**config.mk**
```make
export PLATFORM = sky130hd
export DESIGN_NAME = operand_loader_flat
export DESIGN_NICKNAME = d
export VERILOG_FILES = /design/src/rtl/operand_loader_if.sv /design/src/rtl/operand_loader.sv /design/src/flat_wrapper.sv
export SDC_FILE = /design/constraint.sdc
export NUM_CORES = 1
export LEC_CHECK = 0
export BUFFER_PORTS_ARGS = -buffer_cell sky130_fd_sc_hd__buf_2
export CORE_UTILIZATION = 50
export CTS_CLUSTER_SIZE = 20
export DETAILED_ROUTE_END_ITERATION = 7
export PLACE_DENSITY = 0.81
export SYNTH_ARGS = -nofsm -noshare
export SYNTH_HDL_FRONTEND = slang
export SYNTH_SLANG_ARGS = --single-unit
```
**constraint.sdc**
```tcl
create_clock -name clk -period 3.45 [get_ports clk]
set_clock_uncertainty 0.15 [all_clocks]
set_input_delay 0.1725 -clock clk [delete_from_list [all_inputs] [get_ports clk]]
set_output_delay 0.1725 -clock clk [all_outputs]
set_load 0.01 [all_outputs]
```
**src/rtl/operand_loader_if.sv**
```systemverilog
// Stream-in and register-bank-out signal bundle for the operand loader.
// The master side feeds operands and observes the bank write port; the slave side is the loader.
interface operand_loader_if #(
  parameter int DATA_W = 8,
  parameter int ADDR_W = 5
);
  logic              start;
  logic [DATA_W-1:0] in_data;
  logic              in_valid;
  logic              in_ready;
  logic              reg_wr_en;
  logic [ADDR_W-1:0] reg_wr_addr;
  logic [DATA_W-1:0] reg_wr_data;
  logic              register_ready;
  logic              busy;
  logic              done;
  logic [ADDR_W-1:0] load_cnt;

  modport master (
    output start, in_data, in_valid,
    input  in_ready, reg_wr_en, reg_wr_addr, reg_wr_data,
    input  register_ready, busy, done, load_cnt
  );

  modport slave (
    input  start, in_data, in_valid,
    output in_ready, reg_wr_en, reg_wr_addr, reg_wr_data,
    output register_ready, busy, done, load_cnt
  );
endinterface

```
**src/rtl/operand_loader.sv**
```systemverilog
// Loads one batch of DEPTH operands into consecutive bank addresses, one write every
// other cycle so each register_ready pulse is followed by at least one low cycle.
//
// state    | meaning
// S_IDLE   | waiting for start, not ready
// S_LOAD   | ready, waiting for an accepted word
// S_GAP    | write cycle of the accepted word, not ready
// S_FINISH | done pulse, load_cnt has wrapped to 0
module operand_loader #(
  parameter int DATA_W = 8,
  parameter int DEPTH  = 32,
  parameter int ADDR_W = 5
) (
  input  logic                  clk,
  input  logic                  rst,
  operand_loader_if.slave       bus
);
  typedef enum logic [1:0] {
    S_IDLE   = 2'd0,
    S_LOAD   = 2'd1,
    S_GAP    = 2'd2,
    S_FINISH = 2'd3
  } state_t;

  state_t            r_state;
  state_t            w_state_nxt;

  logic              r_in_ready;
  logic              r_wr_en;
  logic [ADDR_W-1:0] r_wr_addr;
  logic [DATA_W-1:0] r_wr_data;
  logic              r_reg_ready;
  logic              r_busy;
  logic              r_done;
  logic [ADDR_W-1:0] r_load_cnt;

  logic              w_in_ready_nxt;
  logic              w_wr_en_nxt;
  logic [ADDR_W-1:0] w_wr_addr_nxt;
  logic [DATA_W-1:0] w_wr_data_nxt;
  logic              w_reg_ready_nxt;
  logic              w_busy_nxt;
  logic              w_done_nxt;
  logic [ADDR_W-1:0] w_load_cnt_nxt;
  logic              w_accept;
  logic              w_last_elem;

  assign w_accept    = bus.in_valid && r_in_ready;
  assign w_last_elem = (r_load_cnt == ADDR_W'(DEPTH - 1));

  always_ff @(posedge clk) begin
    if (rst) r_state <= S_IDLE;
    else     r_state <= w_state_nxt;
  end

  always_comb begin
    w_state_nxt     = r_state;
    w_in_ready_nxt  = r_in_ready;
    w_wr_en_nxt     = 1'b0;
    w_reg_ready_nxt = 1'b0;
    w_done_nxt      = 1'b0;
    w_wr_addr_nxt   = r_wr_addr;
    w_wr_data_nxt   = r_wr_data;
    w_busy_nxt      = r_busy;
    w_load_cnt_nxt  = r_load_cnt;
    unique case (r_state)
      S_IDLE: begin
        w_in_ready_nxt = 1'b0;
        w_busy_nxt     = 1'b0;
        if (bus.start) begin
          w_state_nxt    = S_LOAD;
          w_in_ready_nxt = 1'b1;
          w_busy_nxt     = 1'b1;
          w_load_cnt_nxt = '0;
        end
      end
      S_LOAD: begin
        if (w_accept) begin
          w_state_nxt     = S_GAP;
          w_in_ready_nxt  = 1'b0;
          w_wr_en_nxt     = 1'b1;
          w_reg_ready_nxt = 1'b1;
          w_wr_addr_nxt   = r_load_cnt;
          w_wr_data_nxt   = bus.in_data;
        end
      end
      S_GAP: begin
        // Counter wraps naturally in ADDR_W bits after the last element.
        w_load_cnt_nxt = r_load_cnt + 1'b1;
        if (w_last_elem) begin
          w_state_nxt    = S_FINISH;
          w_in_ready_nxt = 1'b0;
          w_done_nxt     = 1'b1;
        end else begin
          w_state_nxt    = S_LOAD;
          w_in_ready_nxt = 1'b1;
        end
      end
      S_FINISH: begin
        w_state_nxt    = S_IDLE;
        w_in_ready_nxt = 1'b0;
        w_busy_nxt     = 1'b0;
      end
      default: w_state_nxt = S_IDLE;
    endcase
  end

  always_ff @(posedge clk) begin
    if (rst) begin
      r_in_ready  <= 1'b0;
      r_wr_en     <= 1'b0;
      r_wr_addr   <= '0;
      r_wr_data   <= '0;
      r_reg_ready <= 1'b0;
      r_busy      <= 1'b0;
      r_done      <= 1'b0;
      r_load_cnt  <= '0;
    end else begin
      r_in_ready  <= w_in_ready_nxt;
      r_wr_en     <= w_wr_en_nxt;
      r_wr_addr   <= w_wr_addr_nxt;
      r_wr_data   <= w_wr_data_nxt;
      r_reg_ready <= w_reg_ready_nxt;
      r_busy      <= w_busy_nxt;
      r_done      <= w_done_nxt;
      r_load_cnt  <= w_load_cnt_nxt;
    end
  end

  assign bus.in_ready       = r_in_ready;
  assign bus.reg_wr_en      = r_wr_en;
  assign bus.reg_wr_addr    = r_wr_addr;
  assign bus.reg_wr_data    = r_wr_data;
  assign bus.register_ready = r_reg_ready;
  assign bus.busy           = r_busy;
  assign bus.done           = r_done;
  assign bus.load_cnt       = r_load_cnt;
endmodule
```
**src/flat_wrapper.sv**
```systemverilog
// flat-port wrapper written by rule: the top's interface ports become plain ports
module operand_loader_flat 
#(
  parameter int DATA_W = 8,
  parameter int DEPTH  = 32,
  parameter int ADDR_W = 5
)
  (clk, rst, bus_start, bus_in_data, bus_in_valid, bus_in_ready, bus_reg_wr_en, bus_reg_wr_addr, bus_reg_wr_data, bus_register_ready, bus_busy, bus_done, bus_load_cnt);
  operand_loader_if #(.DATA_W(DATA_W), .ADDR_W(ADDR_W)) bus_i ();
  input  logic clk;
  input  logic rst;
  input wire logic [$bits(bus_i.start)-1:0] bus_start;
  input wire logic [$bits(bus_i.in_data)-1:0] bus_in_data;
  input wire logic [$bits(bus_i.in_valid)-1:0] bus_in_valid;
  output wire logic [$bits(bus_i.in_ready)-1:0] bus_in_ready;
  output wire logic [$bits(bus_i.reg_wr_en)-1:0] bus_reg_wr_en;
  output wire logic [$bits(bus_i.reg_wr_addr)-1:0] bus_reg_wr_addr;
  output wire logic [$bits(bus_i.reg_wr_data)-1:0] bus_reg_wr_data;
  output wire logic [$bits(bus_i.register_ready)-1:0] bus_register_ready;
  output wire logic [$bits(bus_i.busy)-1:0] bus_busy;
  output wire logic [$bits(bus_i.done)-1:0] bus_done;
  output wire logic [$bits(bus_i.load_cnt)-1:0] bus_load_cnt;
  assign bus_i.start = bus_start;
  assign bus_i.in_data = bus_in_data;
  assign bus_i.in_valid = bus_in_valid;
  assign bus_in_ready = bus_i.in_ready;
  assign bus_reg_wr_en = bus_i.reg_wr_en;
  assign bus_reg_wr_addr = bus_i.reg_wr_addr;
  assign bus_reg_wr_data = bus_i.reg_wr_data;
  assign bus_register_ready = bus_i.register_ready;
  assign bus_busy = bus_i.busy;
  assign bus_done = bus_i.done;
  assign bus_load_cnt = bus_i.load_cnt;
  operand_loader #(.DATA_W(DATA_W), .DEPTH(DEPTH), .ADDR_W(ADDR_W)) u_core (.clk(clk), .rst(rst), .bus(bus_i));
endmodule
```
==> summary.md <==
| Metric | Value |
|---|---|
| Worst reg2reg path endpoint | `u_core.bus.load_cnt[3]` |
| Post CTS Setup Buffer Count | `0` |
| DR vias | `between 900 and 1,000` |
| Antenna diode count | `0` |
| Vias per cell | `~5.0` |
| R2R Path Start | `u_core.r_state[0]` |
| WP depth | `5` |
| Layout Cells excl Fill | `184` |
| Dominant cells by area after synthesis | `dfxtp_1, nand2_1, a21oi_1` |
| Critical path class | `register to register` |
| Cell taking the most area after synthesis | `dfxtp_1` |
| Gpl congestion | `around 0.77` |
| Crit path setup slack, layout | `between 1.5 and 2 ns` |
| Routed len/inst | `~11 um` |
| Period utilization | `about half` |
| WHS | `0.06661 ns` |
| CTS sink cnt | `24` |
| Drc violations | `0` |
| Max Slew Vio Count | `0` |
| Status | `finished clean` |
| Final Setup Violations | `0` |
| Syn_area_per_cell | `between 8 and 9 um2` |
| Die area | `roughly 2200 um2` |
| Min cycle time layout | `1.672 ns` |
| Mapped Cells | `around 120` |
| Syn Nets | `between 100 and 150` |
| Cell Area, Placed | `around 1200 um2` |
| Inst Count DP | `172` |
| GRT overflow | `0` |
| Hold Violations, Final | `0` |
| Worst Setup SP | `u_core.r_state[0]` |
| FF-to-FF setup slack | `~1.8 ns` |
| # rows | `16` |
| Nets | `between 150 and 200` |
| Die W | `47.41 um` |
| Initial antenna violation count | `0` |
| Cell variety after synth | `26` |
| DRT Pass-1 Iters | `4` |
| CP Cell Sequence | `inv_1, ha_1, mux2i_1, nand2_1, a31oi_1` |
| Clock Path Buffers | `2` |
| Highest-delay cell along the critical path | `dfxtp_1` |
| Root Driver | `clkbuf_4` |
| Max Fanout on Critical Path | `10` |
| Final HPWL DP | `between 1 and 1.5 mm` |
| Clk Latency, worst-skew pair | `roughly 0.3 ns` |
| Clk slew on worst S/H paths | `around 0.12 ns` |
| Worst-Margin Slew | `about 0.53 ns` |
| Endpoint type of the worst setup path | `register` |
| TritonCTS buffer count | `3` |
| Worst slew margin | `approximately 65%` |
| Number of flops mapped to enable cells by yosys | `0` |
| Dpl ws | `1.810 ns` |
| Share of layout cells above drive strength 1 | `between 20% and 30%` |
| Cell count of the worst reg-to-reg path | `5` |
| Top cells by count, synth | `nand2_1, dfxtp_1, a21oi_1` |
| WL final | `~2.1 mm` |
| CP bufs+invs | `1` |
| Top-count cell post-synth | `nand2_1` |
| CTS tree | `done` |
| IR drop worst, VDD | `0.0003629 V` |
| Vias in the first global route | `709` |
| GRT Util Overall | `a little under a fifth` |
| Register area share after synthesis | `between 40% and 50%` |
| RSZ-0062 raised after global routing | `false` |
| Core Box Area | `approximately 2000 um2` |
| Main flop type after synthesis | `dfxtp_1` |
| Starting density of the core | `53.09%` |
| CP startpoint kind | `register` |
| CP max stage delay | `0.41 ns` |
| Final TNS setup | `0 ns` |
| Die Y | `about 47 um` |
| H-Tree Depth | `1` |
| First DRT Iteration DRCs | `17` |
| Yosys Warn Count | `0` |
| Hold crit path type | `input port to register` |
| Max Clock Freq | `598.2 MHz` |
| Final Util | `approximately two thirds` |
| Largest net degree at the start of global routing | `27` |
| Post-CTS resize count | `0` |
| FFs w/ async S/R, synth | `0%` |
| Leak | `between 0.5 and 0.6 nW` |
| Critical Path AT | `1.76 ns` |
| Boundary Pins | `35` |
| Power after layout | `about 0.65 mW` |
| CP endpoint | `u_core.bus.load_cnt[3]` |
| PwrDens | `around 500 nW/um2` |
| Crit path max-delay family | `flip-flops` |
| Critical Path RT | `approximately 3.5 ns` |
| Post-route ant nets | `0` |
| Fillers | `roughly 170` |
| Area Overhead vs Synth | `25.73%` |
| Synth Register Bits | `24` |
| Top-area cell type share of the netlist area | `between 40 and 50%` |
| First-pass GRT wire length | `about 3.0 mm` |
| Port Buffers | `34` |
| Mapped cell area | `roughly 1000 um2` |
| Finished layout cell area | `between 1000 and 1500 um2` |
| Maxcap violations | `0` |
## cells in the final DEF, fill, tap and decap left out, drive strengths merged, types with 2 or more instances in the layout
cell	Yosys	routed
buf	6	34
nand2	29	29
dfxtp	24	24
a21oi	18	18
dlygate4sd3	0	8
nor2	7	7
ha	6	6
clkbuf	2	4
and3	3	3
nand3b	3	3
inv	2	2
nand2b	2	2
a211oi	2	2
nor2b	2	2
a32oi	2	2
nor3b	2	2
## registers in the layout (all words and copies together), names as in the netlist
register and cells:
u_core.bus.register_ready 1, u_core.bus.reg_wr_data 8, u_core.bus.reg_wr_addr 5, u_core.bus.load_cnt 5
u_core.bus.done 1, u_core.bus.in_ready 1, u_core.r_state 2, u_core.bus.busy 1
## cell type report
type	instances	area, um2	area share [%]
multi-input combinational	85	488.0	37.64
sequential	24	480.5	37.07
timing repair buffer	42	250.2	19.31
clock buffer	4	36.28	2.799
tap	27	33.78	2.606
inverter	2	7.507	0.5792
## worst min path at each step
stage               depth (start not counted)           start  slack (ns)                         to
finish                                      3       bus_start        0.07        u_core.bus.in_ready
global route                                3       bus_start        0.12        u_core.bus.in_ready
CTS                                         3       bus_start        0.05        u_core.bus.in_ready
detailed placement                          3  bus_in_data[4]        0.27  u_core.bus.reg_wr_data[4]
global placement                            3  bus_in_data[5]        0.26  u_core.bus.reg_wr_data[5]
floorplan                                   2  bus_in_data[0]        0.16  u_core.bus.reg_wr_data[0]
## kinds of logic after synthesis
| group | Yosys count | synth area share, % |
|---|---|---|
| DFF | 24 | 46.60 |
| buffers and inverters | 10 | 6.068 |
| AOI/OAI and AO/OA | 27 | 16.26 |
| adders and majority gates | 6 | 7.281 |
| and+or+nand+nor | 51 | 22.81 |
| muxes | 1 | 0.9709 |
## routing by layer
| layer | track usage (%) | vias to the layer above | part of all wire (%) |
|---|---|---|---|
| li1 | - | 480 | - |
| met1 | 22.84 | 404 | 46 |
| met2 | 33.70 | 25 | 48 |
| met3 | 3.774 | 2 | 4.8 |
| met4 | 5.143 | 0 | 0.43 |
| met5 | 0 | - | 0 |
## repair_timing
action,CTS,global route
endpoints found under the hold margin,8,0
hold buffers,8,0
endpoints found under the setup margin,0,0
## tightest hold or removal path, delay by kind of cell
family | cells | cell delay (ns)
buffers and inverters | 1 | 0.12
AO/OA/AOI/OAI | 2 | 0.19
## power by group
part / internal [mW] / switching, mW / leakage, nW
Clock: 0.0643 / 0.0778 / 0.0210
Combinational: 0.0745 / 0.107 / 0.369
Sequential: 0.301 / 0.0211 / 0.194
No activity file was read; power rests on OpenSTA's default activity.
